<file path="src/rtl/seq_detect_moore_param.sv">
// Parametrised Moore sequence detector: matches a programmable SEQ_LEN-symbol pattern
// on a qualified stream, with overlap restart, chained-hit flag and saturating hit counter.
module seq_detect_moore_param #(
  parameter int SYM_W   = 3,
  parameter int SEQ_LEN = 4,
  parameter int CNT_W   = 8
) (
  input  logic                     clk,
  input  logic                     rst,
  input  logic                     en,
  input  logic [SYM_W-1:0]         sym,
  input  logic [SEQ_LEN*SYM_W-1:0] pattern,
  input  logic [3:0]               ovl_len,
  input  logic                     clear,
  output logic [1:0]               done,
  output logic [CNT_W-1:0]         match_cnt,
  output logic [3:0]               progress
);

  typedef enum logic [1:0] {IDLE, MATCH, HIT} state_t;

  state_t           state_q, state_d;
  logic [3:0]       prog_q, prog_d;
  logic             chain_q, chain_d;
  logic [1:0]       done_q, done_d;
  logic [CNT_W-1:0] cnt_q, cnt_d;

  logic [SYM_W-1:0] pat_sym [16];
  logic [3:0]       ovl_eff;
  logic [3:0]       cur_idx;
  logic             advance;
  logic             restart;

  // Unpack the pattern into a 16-entry table so a 4-bit index always fits.
  for (genvar gi = 0; gi < 16; gi++) begin : g_pat
    if (gi < SEQ_LEN) begin : g_used
      assign pat_sym[gi] = pattern[gi*SYM_W +: SYM_W];
    end else begin : g_pad
      assign pat_sym[gi] = '0;
    end
  end

  assign ovl_eff = (ovl_len >= 4'(SEQ_LEN)) ? 4'd0 : ovl_len;
  assign cur_idx = (state_q == HIT) ? ovl_eff : prog_q;
  assign advance = (sym == pat_sym[cur_idx]);
  assign restart = (sym == pat_sym[0]);

  always_comb begin
    state_d = state_q;
    prog_d  = prog_q;
    chain_d = chain_q;
    done_d  = done_q;
    cnt_d   = cnt_q;
    if (clear) begin
      state_d = IDLE;
      prog_d  = 4'd0;
      chain_d = 1'b0;
      done_d  = 2'b00;
      cnt_d   = '0;
    end else if (en) begin
      if (advance) begin
        prog_d = cur_idx + 4'd1;
        // Leaving HIT by resuming mid-pattern marks the next hit as chained.
        if (state_q == HIT) chain_d = (cur_idx != 4'd0);
      end else if (restart) begin
        prog_d  = 4'd1;
        chain_d = 1'b0;
      end else begin
        prog_d  = 4'd0;
        chain_d = 1'b0;
      end
      if (prog_d == 4'(SEQ_LEN)) begin
        state_d = HIT;
        done_d  = {1'b1, chain_d};
        if (cnt_q != '1) cnt_d = cnt_q + CNT_W'(1);
      end else begin
        state_d = (prog_d == 4'd0) ? IDLE : MATCH;
        done_d  = 2'b00;
      end
    end
  end

  always_ff @(posedge clk or negedge rst) begin
    if (!rst) begin
      state_q <= IDLE;
      prog_q  <= 4'd0;
      chain_q <= 1'b0;
      done_q  <= 2'b00;
      cnt_q   <= '0;
    end else begin
      state_q <= state_d;
      prog_q  <= prog_d;
      chain_q <= chain_d;
      done_q  <= done_d;
      cnt_q   <= cnt_d;
    end
  end

  assign done      = done_q;
  assign match_cnt = cnt_q;
  assign progress  = prog_q;

endmodule

</file>
<file path="config.mk">
export PLATFORM = sky130hd
export DESIGN_NAME = seq_detect_moore_param
export DESIGN_NICKNAME = d
export VERILOG_FILES = /design/src/rtl/seq_detect_moore_param.sv
export SDC_FILE = /design/constraint.sdc
export NUM_CORES = 1
export LEC_CHECK = 0
export ABC_AREA = 1
export ABC_CLOCK_PERIOD_IN_PS = 4600
export BUFFER_PORTS_ARGS = -buffer_cell sky130_fd_sc_hd__buf_2
export CAP_MARGIN = 0
export CORE_MARGIN = 2
export CORE_UTILIZATION = 56
export CTS_CLUSTER_DIAMETER = 100
export DETAILED_ROUTE_END_ITERATION = 10
export PLACE_DENSITY = 0.94
export REMOVE_ABC_BUFFERS = 1
export SLEW_MARGIN = 20
export SYNTH_ARGS = -nofsm -noshare
export SYNTH_HDL_FRONTEND = slang
export SYNTH_SLANG_ARGS = --single-unit
</file>
<file path="constraint.sdc">
create_clock -name clk -period 4.6 [get_ports clk]
set_input_delay 0.23 -clock clk [delete_from_list [all_inputs] [get_ports clk]]
set_output_delay 0.23 -clock clk [all_outputs]
set_load 0.02 [all_outputs]
</file>
**After elaboration in Yosys (flattened, before gate mapping)**

Cells that the tools add are included.

- Add/sub/neg operators: 2
- Order comparisons: 2
- Eq/ne operators: 5
- Multiplexer cells: 26
- Bitwise operators: 1
- Reductions and logical operators: 6

Operators by type and width:

| kind | count |
|---|---|
| 8-bit 2-to-1 mux | 4 |
| 4-bit 2-to-1 mux | 7 |
| 3-bit binary-select mux with 4-bit select | 1 |
| 2-bit 2-to-1 mux | 6 |
| 8-bit by 1-bit adder with 8-bit output (second input constant) | 1 |
| 8-bit != test (second input constant) | 1 |
| 3-bit == test | 2 |
| 1-bit 2-to-1 mux | 6 |
| 3-bit 2-to-1 mux | 2 |
| 2-bit nonzero test | 3 |
| 5-bit >= comparator (second input constant) | 1 |
| 4-bit NOT with 5-bit output | 1 |
| 4-bit by 1-bit adder with 4-bit output (second input constant) | 1 |
| 4-bit by 3-bit == test with 1-bit output (second input constant) | 1 |
| 4-bit by 3-bit >= comparator with 1-bit output (second input constant) | 1 |
| 4-bit zero test | 1 |
| 4-bit nonzero test | 1 |
| 3-bit AND reduction | 1 |
| 2-bit == test (second input constant) | 1 |

- Register bits: 17
- Output and inout bits: 14
- Logic and storage cells: 47

**Depth between registers and ports, before layout**

- Depth in word-level cells: 16
- Gate-level depth with buffers: 16
- Gate-level depth less buffers: 16

**Worst setup path after synthesis**

Ideal clock, no wire load.

- Path kind: register to register
- Start: register state_q[0]
- End: register cnt_q[2], in the netlist match_cnt[2]
- Library setup time: 0.066 ns
- Arrival time: 1.875 ns
- Required time: 4.534 ns
- Slack: 2.659 ns
- Cell stages (with the launch flop): 12
- Path buffers: 0
- Cell sequence: dfrtp_1 > nor2_4 > nand2_4 > nand2_4 > inv_1 > ha_1 > xnor2_1 > nor2_1 > nand2_2 > nor2_8 > nand4_1 > nand2_1

- Longest elaborated chain between the ends: 13
- Elaborated cells on any way between the ends: 14
- Classes of those cells: add/sub: 1; eq/ne: 3; mux: 7; bitwise: 1; reduce/logical: 2

RTL lines:

| what | line | source |
|---|---|---|
| start: declaration | 22 | `state_t state_q, state_d;` |
| start signal: assignment | 91 | `state_q <= state_d;` |
| 2-bit == test * | 44 | `assign cur_idx = (state_q == HIT) ? ovl_eff : prog_q;` |
| 4-bit 2-to-1 mux * | 44 |  |
| 4-bit NOT with 5-bit output (implied by the code) | 45 | `assign advance = (sym == pat_sym[cur_idx]);` |
| 3-bit binary-select mux with 4-bit select | 45 |  |
| 3-bit 2-to-1 mux (implied by the code) (2 in a row) | 45 |  |
| 3-bit == test | 45 |  |
| 4-bit 2-to-1 mux * | 61 | `if (advance) begin` |
| 4-bit 2-to-1 mux * | 60 | `end else if (en) begin` |
| 4-bit 2-to-1 mux * | 54 | `if (clear) begin` |
| 4-bit by 3-bit == test with 1-bit output * | 72 | `if (prog_d == 4'(SEQ_LEN)) begin` |
| 2-bit nonzero test (no source line) * | n/a |  |
| 3-bit AND reduction (no source line) * | n/a |  |
| end signal: assignment | 95 | `cnt_q <= cnt_d;` |
| end: declaration | 26 | `logic [CNT_W-1:0] cnt_q, cnt_d;` |

Every way passes the cells marked *; elsewhere a longest branch is shown, timed or not. The select of a mux whose other input is x is not followed.
A chain may end at the register's enable or synchronous reset.

**Final worst setup path**

- Start: register state_q[0]
- End: register cnt_q[5], in the netlist match_cnt[5]

The elaborated chain is that of the path after synthesis.

==> flow_metrics.env <==
export IMPL_hold_viol_final=0
export IMPL_cts_sinks=16
export IMPL_power_density_mw_per_mm2=189.3
export IMPL_critPathKind="reg2reg"
export IMPL_synth_seq_cells=16
export IMPL_via_per_inst=5.275
export IMPL_die_w_um=52.60
export IMPL_pre_cts_slack_ns=2.443
export IMPL_startpoint_type="register"
export IMPL_crit_fanout=10
export IMPL_die_h_um=52.60
export IMPL_clock_root_buffer="clkbuf_4"
export IMPL_r2r_end="match_cnt[5]"
export IMPL_grt_overflow_total=0
export IMPL_arrival_ns=2.41
export IMPL_io_pins=37
export IMPL_status="complete, no violations"
export IMPL_grt_pass1_vias=1168
export IMPL_routedWlPerCell_um=11.62
export IMPL_area_growth_syn_to_layout_pct=18.92
export IMPL_first_pass_iters=4
export IMPL_cts_buffer_depth=2
export IMPL_drt_initial_drc_count=37
export IMPL_slew_headroom_pct=65.32
export IMPL_r2r_start="state_q[0]"
export IMPL_synth_xor_area_share_pct=5.298
export IMPL_syn_area_per_cell_um2=7.347
export IMPL_hold_class="in2reg"
export IMPL_cts_resized=0
export IMPL_antenna_diode_count=0
export IMPL_clkSlewWorstSetupHoldPaths_ns=0.09
export IMPL_hpwlAfterDp_mm=2.257
export IMPL_cts_made_buffers=3
export IMPL_initial_utilization_pct=59.79
export IMPL_setup_slack_ns=2.430
export IMPL_synth_seq_area_share_pct=30.27
export IMPL_yosysUniqueCellTypes=28
export IMPL_grt_pass1_wl_mm=4.912
export IMPL_synth_warnings=0
export IMPL_crit_required_ns=4.84
export IMPL_period_needed_ns=2.170
export IMPL_whs_endpoint="progress[1]"
export IMPL_drive_above_1_share_pct=27.85
export IMPL_synth_cells=180
export IMPL_r2r_setup_slack_ns=2.43
export IMPL_syn_cell_area_mm2=0.001323
export IMPL_synth_compound_area_share_pct=6.055
export IMPL_setup_viol=0
export IMPL_synth_mux_area_share_pct=0
export IMPL_fmax_mhz=460.9
export IMPL_synthSimpleGateAreaFrac_pct=46.17
export IMPL_core_area_mm2=0.002212
export IMPL_period_share_pct=47.17
export IMPL_final_core_util_pct=71.10
export IMPL_nFillCells=188
export IMPL_grt_antenna_before_repair=0
export IMPL_hold_path_startpoint="en"
export IMPL_place_congestion=0.8207
export IMPL_synth_fa_ha_area_share_pct=2.838
export IMPL_vias=1303
export IMPL_slew_violations=0
export IMPL_die_area_mm2=0.002766
export IMPL_whs_path_depth=4
export IMPL_p_leak_nw=0.9198
export IMPL_crit_path_end_kind="register"
export IMPL_rsz0062_at_grt="no"
export IMPL_drc=0
export IMPL_ant_nets=0
export IMPL_cts_tree="yes"
export IMPL_max_cap_viol_count=0
export IMPL_row_count=17
export IMPL_grt_util_all_layers_pct=23.87
export IMPL_clock_latency_ns=0.30
export IMPL_setup_tns_ns=0
export IMPL_wl_mm=2.869
export IMPL_grt_max_degree=17
export IMPL_cts_setup_buffers=0
export IMPL_r2r_cells=11
export IMPL_cts_htree_levels=1
export IMPL_skew_ns=0.002242
export IMPL_synth_top_family_by_area="simple AND/OR/NAND/NOR gates"
export IMPL_tightest_slew_ns=0.5186
export IMPL_ir_worst_vdd_mv=0.1627
export IMPL_num_nets_final=246
export IMPL_io_buffers=36
==> worst max-delay path by stage <==
stage	start	to	slack, ns	cells past startpoint
global route	state_q[0]	match_cnt[0]	2.23	11
global placement	state_q[0]	match_cnt[7]	2.54	11
finish	state_q[0]	match_cnt[5]	2.43	11
detailed placement	state_q[0]	match_cnt[5]	2.44	11
floorplan	state_q[1]	match_cnt[2]	2.54	12
CTS	state_q[0]	match_cnt[5]	2.42	11
==> routing by layer <==
layer	wire length (µm)	GRT usage, %
met4	27	5.556
met5	0	0
met3	169	5.714
met2	1393	40.83
met1	1278	30.16
==> per-stage QoR <==
step | std cells | instance area (µm²) | hold WS, ns | power [mW]
2_1_floorplan | 178 | 1311 | -0.06559 | 0.1844
6_report | 247 | 1573 | 0.2439 | 0.2978
5_1_grt | 247 | 1573 | 0.2550 | 0.3137
4_1_cts | 247 | 1573 | 0.2282 | 0.3006
3_3_place_gp | 242 | 1526 | 0.1567 | 0.2033
3_5_place_dp | 242 | 1526 | 0.1616 | 0.2047
==> registers in the layout (all words and copies together) (netlist names) <==
name,cells
chain_q,1
done,1
match_cnt,8
progress,4
state_q,2
==> Yosys cell counts <==
| master | count | area share (%) |
|---|---|---|
| nor2_2 | 1 | 0.47 |
| ha_1 | 3 | 2.8 |
| o21ai_0 | 1 | 0.38 |
| o32ai_1 | 1 | 0.66 |
| o21ai_1 | 2 | 0.76 |
| inv_1 | 27 | 7.7 |
| dfrtp_1 | 16 | 30 |
| nand3b_1 | 1 | 0.57 |
| o21ai_2 | 2 | 1.3 |
| nand2_1 | 40 | 11 |
| nand3_4 | 1 | 1.3 |
| o22ai_1 | 3 | 1.4 |
| nand4_1 | 9 | 4.3 |
| nor2_8 | 1 | 1.5 |
| nand3_1 | 31 | 12 |
| nor2_1 | 12 | 3.4 |
| nand2_4 | 2 | 1.7 |
| buf_1 | 1 | 0.28 |
| nor2_4 | 2 | 1.7 |
| xnor2_1 | 2 | 1.3 |
| or2_1 | 2 | 0.95 |
| a31oi_2 | 1 | 0.95 |
| nand2_2 | 5 | 2.4 |
| buf_4 | 1 | 0.57 |
| xor2_1 | 6 | 4.0 |
| o21bai_1 | 1 | 0.57 |
| inv_2 | 3 | 0.85 |
| nand4_4 | 3 | 4.8 |
==> layout make-up <==
type | instances | area [µm²] | share of cell area (%)
tap | 28 | 35.03 | 2.228
clock buffer | 4 | 36.28 | 2.307
sequential | 16 | 400.4 | 25.46
inverter | 30 | 112.6 | 7.160
multi-input combinational | 132 | 798.3 | 50.76
timing repair buffer | 37 | 190.2 | 12.09
==> kinds of logic (layout without fill, tap and decap cells) <==
logic type      count (synthesis)  after routing
simple gates                  110            110
compound gates                 11             11
flops                          16             16
buf+inv                        32             71
xor+xnor                        8              8
fa+ha+maj                       3              3
==> worst max-delay path, stage by stage, from the launching register on <==
cell and delay, ns:
dfrtp_1 0.43, nor2_4 0.24, nand2_4 0.11, nand2_4 0.11, inv_1 0.09, ha_1 0.21, xnor2_1 0.14, nor2_1 0.27
nand2_2 0.15, nor2_8 0.17, nand4_1 0.10, nand2_1 0.08
==> placed cells by master (no fill, tap or decap), drive strengths merged, types with 4 or more instances in the layout <==
cell and n:
xor2 6, inv 30, nand2 47, dfrtp 16, o21ai 5, nand3 32
nand4 12, buf 36, clkbuf 4, nor2 16
==> report_power, final <==
group / switching [mW] / internal, mW / total (mW)
combinational: 0.0385 / 0.0207 / 0.0593
sequential: 0.00149 / 0.142 / 0.143
clock: 0.0469 / 0.0484 / 0.0953
total: 0.0869 / 0.211 / 0.298
==> timing repair <==
item / in CTS / in global routing
hold endpoints to repair: 16 / 0
hold buffers: 1 / 0
endpoints found under the setup margin: 0 / 0
(Power assumes the default switching activity.)
